==> src/rtl/subneg_loader.sv <==
// subneg_loader
//   Boot-time image loader for the SUBNEG core. Receives a framed image
//   (length header, data words, checksum word) over a valid/ready stream,
//   writes the data words into core memory and releases the core from
//   reset only after the modular checksum of the image verifies.
//
// Ports:
//   clk, rst             clock, synchronous active-high reset
//   start                load request (honoured in IDLE, RUN, ERR)
//   in_data/in_valid     stream word and its valid
//   in_ready             loader accepts in_data this cycle
//   mem_we/addr/wdata    registered memory write port (1-cycle latency)
//   core_rst             core reset, high unless a verified image is running
//   busy/done/error      frame in progress / image running / last frame bad
module subneg_loader #(
    parameter int WIDTH = 8,
    parameter int DEPTH = 256
) (
    input  logic             clk,
    input  logic             rst,
    input  logic             start,
    input  logic [WIDTH-1:0] in_data,
    input  logic             in_valid,
    output logic             in_ready,
    output logic             mem_we,
    output logic [WIDTH-1:0] mem_addr,
    output logic [WIDTH-1:0] mem_wdata,
    output logic             core_rst,
    output logic             busy,
    output logic             done,
    output logic             error
);

    typedef enum logic [2:0] {
        IDLE, LEN, DATA, CSUM, RUN, ERR
    } state_t;

    state_t           state, state_next;
    logic [WIDTH-1:0] len, count, sum;
    logic             xfer;
    logic [WIDTH-1:0] csum_chk;

    // Status outputs are pure decodes of the state register.
    assign in_ready = (state == LEN) || (state == DATA) || (state == CSUM);
    assign busy     = in_ready;
    assign done     = (state == RUN);
    assign error    = (state == ERR);
    assign core_rst = (state != RUN);

    assign xfer     = in_valid && in_ready;
    assign csum_chk = sum + in_data;

    always_comb begin
        state_next = state;
        case (state)
            IDLE: if (start) state_next = LEN;
            LEN: if (xfer) begin
                // Header is widened so a DEPTH beyond 2^WIDTH still compares correctly.
                if (32'(in_data) > DEPTH) state_next = ERR;
                else if (in_data == '0)   state_next = CSUM;
                else                      state_next = DATA;
            end
            DATA: if (xfer && (count == len - 1'b1)) state_next = CSUM;
            CSUM: if (xfer) state_next = (csum_chk == '0) ? RUN : ERR;
            RUN:  if (start) state_next = LEN;
            ERR:  if (start) state_next = LEN;
            default: state_next = IDLE;
        endcase
    end

    always_ff @(posedge clk) begin
        if (rst) begin
            state     <= IDLE;
            len       <= '0;
            count     <= '0;
            sum       <= '0;
            mem_we    <= 1'b0;
            mem_addr  <= '0;
            mem_wdata <= '0;
        end else begin
            state  <= state_next;
            // Write strobe is high only the cycle after a DATA transfer.
            mem_we <= (state == DATA) && xfer;
            if (state == LEN && xfer) begin
                len   <= in_data;
                count <= '0;
                sum   <= '0;
            end
            if (state == DATA && xfer) begin
                mem_addr  <= count;
                mem_wdata <= in_data;
                sum       <= sum + in_data;
                count     <= count + 1'b1;
            end
        end
    end

endmodule

==> config.mk <==
export PLATFORM = sky130hd
export DESIGN_NAME = subneg_loader
export DESIGN_NICKNAME = d
export VERILOG_FILES = /design/src/rtl/subneg_loader.sv
export SDC_FILE = /design/constraint.sdc
export NUM_CORES = 1
export LEC_CHECK = 0
export BUFFER_PORTS_ARGS = -buffer_cell sky130_fd_sc_hd__buf_2
export CORE_MARGIN = 5
export CORE_UTILIZATION = 56
export CTS_BUF_LIST = sky130_fd_sc_hd__clkbuf_8 sky130_fd_sc_hd__clkbuf_16
export DETAILED_ROUTE_END_ITERATION = 6
export HOLD_SLACK_MARGIN = 0.05
export PLACE_DENSITY = 0.79
export SKIP_CTS_REPAIR_TIMING = 1
export SLEW_MARGIN = 10
export SYNTH_ARGS = -nofsm -noshare
export SYNTH_HDL_FRONTEND = slang
export SYNTH_SLANG_ARGS = --single-unit
==> constraint.sdc <==
create_clock -name clk -period 2.5 [get_ports clk]
set_input_delay 0.125 -clock clk [delete_from_list [all_inputs] [get_ports clk]]
set_output_delay 0.125 -clock clk [all_outputs]
set_load 0.005 [all_outputs]
==> results of run 1 <==
worst max-delay path, delay by kind of cell, from the launching register on:
kind / cells / cell delay [ns]
XOR/XNOR: 1 / 0.18
AO/OA/AOI/OAI: 3 / 0.67
flip-flops: 1 / 0.33
AND/OR/NAND/NOR: 1 / 0.49
adder cells (fa/ha/maj): 2 / 0.60
sequential cells by signal (all words and copies together), names as in the netlist:
register / flops
count: 8
len: 8
mem_addr: 8
mem_wdata: 8
mem_we: 1
state: 3
sum: 8
cells in the mapped netlist (all sizes together) (3+ instances only):
cell	count	area (sq um)
a211oi	4	35.0
a21oi	36	180
a22o	9	78.8
a311oi	5	43.8
a31oi	4	25.0
buf	3	20.0
clkbuf	13	50.0
dfxtp	44	881
ha	9	113
inv	5	18.8
nand2	60	225
nand2b	5	38.8
nand4	3	18.8
nor2	23	88.8
nor3	6	35.0
o21ai	9	48.8
or4	3	26.3
xnor2	9	78.8
xor2	5	43.8
cells in the final DEF (no fill, tap or decap), types with 5 or more instances in the layout:
cell,count
nand2_1,60
buf_2,33
clkbuf_8,5
dfxtp_1,43
ha_1,8
xnor2_1,8
a21oi_1,35
nor3_1,5
inv_1,5
a311oi_1,5
buf_4,6
o21ai_0,8
a22o_1,9
nor2_1,22
xor2_1,5
cell type report:
type,instances,area [sq um]
Clock buffer,5,68.8
Clock inverter,3,46.3
Fill cell,351,1330
Inverter,5,18.8
Multi-Input combinational cell,216,1350
Sequential cell,44,882
Tap cell,50,62.6
Timing Repair Buffer,39,210
metal layers:
layer / up-vias / GRT usage
li1: 1060 / -
met1: 988 / 0.287
met2: 88 / 0.324
met3: 9 / 0.0446
met4: 0 / 0.0825
met5: - / 0
through the flow:
| stage | total power [mW] | worst slack [ns] | cells | hold WS (ns) |
|---|---|---|---|---|
| 6_report | 1.56 | 0.102 | 362 | 0.0992 |
| 3_3_place_gp | 1.00 | 0.133 | 354 | 0.414 |
| 2_1_floorplan | 0.936 | 0.207 | 281 | 0.261 |
| 4_1_cts | 1.56 | 0.0318 | 362 | 0.0904 |
| 3_5_place_dp | 1.00 | 0.0761 | 354 | 0.418 |
| 5_1_grt | 1.63 | -0.0222 | 362 | 0.0991 |
cells by family after synthesis:
family,share of synthesized area
buffers and inverters,0.0388
adders and majority gates,0.0579
AOI/OAI and AO/OA,0.246
and+or+nand+nor,0.219
DFF,0.384
xor gates and xnor gates,0.0535
path summary, 6_finish.rpt:
kind	startpoint	to	cells after the start
setup / recovery	sum[0]	state[0]	7
setup reg to reg	sum[0]	state[0]	7
hold reg to reg	mem_addr[3]	mem_addr[3]	2
hold / removal	in_data[4]	mem_wdata[4]	3
report_power, final:
group | total (mW) | leakage [nW] | switching [mW] | internal, mW
Clock | 0.562 | 0.0548 | 0.261 | 0.301
Sequential | 0.751 | 0.356 | 0.0289 | 0.722
Combinational | 0.250 | 0.613 | 0.149 | 0.101
==> flow_summary.ini, run 1 <==
[synthesis]
synthFlopType = dfxtp_1
synth-edff-count = 0
syn-cell-area_sq_um = 2290
synth-seq-area-share = 0.384
syn_inst = 281
yosys_warnings = 0
synthesis.nets = 303
avgSynthCellArea_sq_um = 8.15
synthArstFlopShare = 0
ys_types = 48
ys_seq_elements = 44

[setup_path]
crit_path_max_incr_delay_ns = 0.49
startpoint_type = flop
crit_type = reg2reg
end_kind = flop
cp.arrival_ns = 2.58
reg2reg_slack_ns = 0.10
cp_max_fo = 3
required_ns = 2.68
path_cells = ha_2, fa_2, xor2_1, a2111o_1, or4_4, o41ai_4, a31oi_1
cp_slowest_cell = or4_4

[final_layout]
num-nets-final = 333
drive_above_1_share = 0.212
final_core_util = 0.665
diodes = 0
syn2layout_area_growth_pct = 15.3
design_area_sq_um = 2640

[sta]
setup_violations = 0
min_period_over_period = 0.959
worst_slew_pin_slew_ns = 0.672
finClkSkew_ns = 0.00660
finalMaxSlewViolations = 0
max_slew_margin = 0.550
fin_crit_ns = 2.40
tns_ns = 0
hold_viol_final = 0
rsz0062_at_grt = yes
fmax_ghz = 0.417

[floorplan]
die_y_um = 74.0
fp.coreArea_sq_um = 3970
pin_count = 34
initial_utilization = 0.577
die-area_sq_um = 5470
die_w_um = 74.0
rows = 23

[global_route]
overflow = 0
grt_pass1_wl_um = 9020
track_usage = 0.210
antenna_found_initial = 0
grt_pass1_vias = 1968
grt_max_degree = 30

[detailed_routing]
wl_met3_um = 397
viasPerCell = 5.93
remaining_drc_errors = 0
drt_iter0_drc = 223
vias = 2145
ant_nets = 0
drt-total-wl_um = 5480
dr.pass1.iters = 4
wl_met2_um = 2450
route.top_layer_used = met4
post_drt_wl_per_cell_um = 15.1
met1_length_um = 2510

[clock_tree]
path_clk_slew_ns = 0.09
clk-insertion-delay-late_ns = 0.30
ctsLongestPathBuffers = 2
htree_levels = 2
cts_tree = done
root_buffer = clkbuf_8
cts-buffers-inserted = 5
cts.sinks = 44

[pwr]
power_leakage_nw = 1.02
p_per_area_nw_per_um2 = 592
ir_drop_v = 0.000523

[placement]
routabilityCongestion = 0.895
postPlaceCellArea_sq_um = 2490
port_buffers = 33
dp_hpwl_um = 3930

[status]
status = finished, final reports clean

[run]
maxCapViolations = 0

[worst_hold_path]
hold_path.class = in2reg
Power figures use the tool's default switching activity.
==> run 2, diff against run 1 <==
--- a/config.mk
+++ b/config.mk
@@ -8,4 +8,5 @@
 export BUFFER_PORTS_ARGS = -buffer_cell sky130_fd_sc_hd__buf_2
+export CORE_ASPECT_RATIO = 0.9
 export CORE_MARGIN = 5
-export CORE_UTILIZATION = 56
+export CORE_UTILIZATION = 23
 export CTS_BUF_LIST = sky130_fd_sc_hd__clkbuf_8 sky130_fd_sc_hd__clkbuf_16
@@ -13,3 +14,2 @@
 export HOLD_SLACK_MARGIN = 0.05
-export PLACE_DENSITY = 0.79
 export SKIP_CTS_REPAIR_TIMING = 1
--- a/constraint.sdc
+++ b/constraint.sdc
@@ -3,2 +3,2 @@
 set_output_delay 0.125 -clock clk [all_outputs]
-set_load 0.005 [all_outputs]
+set_load 0.1 [all_outputs]
==> run 2 against run 1 <==
Clock power decreased by 26%; highest routed layer unchanged; sequential share of layout area shrank 0.27 points; sequential power barely moved; fmax grew 1.6%; final area increased by 0.66%.
==> flow_summary.ini, run 2 (same netlist as run 1, synthesis figures left out) <==
[setup_path]
cp_slowest_cell = or4_1
cp_max_fo = 3
end_kind = flop
critPathBufInv = 0
path_cells = ha_1, fa_2, xor2_1, a2111o_1, or4_1, o41ai_2, a31oi_1
crit_path_max_incr_delay_ns = 0.48
required_ns = 2.67
critPathTopFamily = compound AO/OA/AOI/OAI gates
cp.arrival_ns = 2.53
crit_type = reg2reg
startpoint_type = flop

[final_layout]
diodes = 0
layout.cells.non_filler = 435
syn2layout_area_growth_pct = 16.1
layout_common_cells = nand2_1 (60), dfxtp_1 (44), a21oi_1 (36)
layout_commonest_cell = nand2_1
num-nets-final = 331
drive_above_1_share = 0.188

[detailed_routing]
ant_nets = 0
vias = 2094
drt-total-wl_um = 5860
post_drt_wl_per_cell_um = 13.5
remaining_drc_errors = 0
drt_iter0_drc = 111
dr.pass1.iters = 5
viasPerCell = 4.81

[sta]
max_slew_margin = 0.472
rsz0062_at_grt = no
min_period_over_period = 0.944
hold_viol_final = 0
finalMaxSlewViolations = 0
finClkSkew_ns = 0.00732
fin_crit_ns = 2.36
fmax_ghz = 0.424
layout_setup_ws_ns = 0.141
holdWs_ns = 0.116
worst_slew_pin_slew_ns = 0.792
setup_violations = 0

[floorplan]
die_y_um = 105
pin_count = 34
initial_utilization = 0.236
rows = 34
die-area_sq_um = 12100
die_w_um = 115
fp.coreArea_sq_um = 9700

[placement]
post-place-ws_ns = 0.0738
port_buffers = 33
placedCellCount = 428
routabilityCongestion = 0.804
dp_hpwl_um = 4360

[pwr]
p_per_area_nw_per_um2 = 564
ir_drop_v = 0.000352
power_leakage_nw = 0.993

[run]
maxCapViolations = 0

[clock_tree]
ctsLongestPathBuffers = 2
clk-insertion-delay-late_ns = 0.29
cts_tree = done
root_buffer = clkbuf_8
cts.sinks = 44
path_clk_slew_ns = 0.08
cts-buffers-inserted = 5
htree_levels = 2

[global_route]
overflow = 0
track_usage = 0.101
antenna_found_initial = 0
grt_pass1_vias = 2027
grt_max_degree = 25
grt_pass1_wl_um = 10100

[status]
status = finished, final reports clean

[worst_hold_path]
hold_path.class = in2reg
[run 2: routing by layer]
metal,share of wire,wire length [um],global-route usage,vias up
li1,-,-,-,1051
met1,0.48,2810,0.139,981
met2,0.46,2690,0.160,55
met3,0.051,298,0.0202,7
met4,0.0092,54,0.0243,0
met5,0,0,0,-
[run 2: path summary, 6_finish.rpt]
kind,to,slack (ns),startpoint,cells after the start
setup / recovery,state[0],0.14,sum[0],7
hold / removal,mem_wdata[2],0.12,in_data[2],3
setup reg to reg,state[0],0.14,sum[0],7
hold reg to reg,mem_wdata[0],0.45,mem_wdata[0],2
[run 2: cell type report]
cell class / instances / area, sq um
Clock buffer: 5 / 68.8
Clock inverter: 2 / 8.76
Fill cell: 1064 / 7040
Inverter: 5 / 18.8
Multi-Input combinational cell: 216 / 1330
Sequential cell: 44 / 881
Tap cell: 126 / 158
Timing Repair Buffer: 37 / 195
[run 2: report_power, final]
group	internal, mW	leakage (nW)	total (mW)	switching [mW]
logic	0.0962	0.592	0.334	0.238
registers	0.722	0.356	0.750	0.0283
clock network	0.186	0.0452	0.416	0.230
total	1.00	0.993	1.50	0.496
[run 2: per-stage QoR]
step	area (sq um)	setup TNS [ns]	util	total power, mW
final	2660	0	0.274	1.50
after global routing	2660	0	0.274	1.59
after CTS	2660	0	0.274	1.52
after detailed placement	2580	0	0.266	1.10
after global placement	2580	0	0.266	1.10
after floorplan	2300	-0.00124	-	1.03
[run 2: worst register-to-register path, cell delays in order, from the launching register on]
cell      delay (ns)
dfxtp_1         0.32
ha_1            0.21
fa_2            0.38
xor2_1          0.18
a2111o_1        0.38
or4_1           0.48
o41ai_2         0.22
a31oi_1         0.07
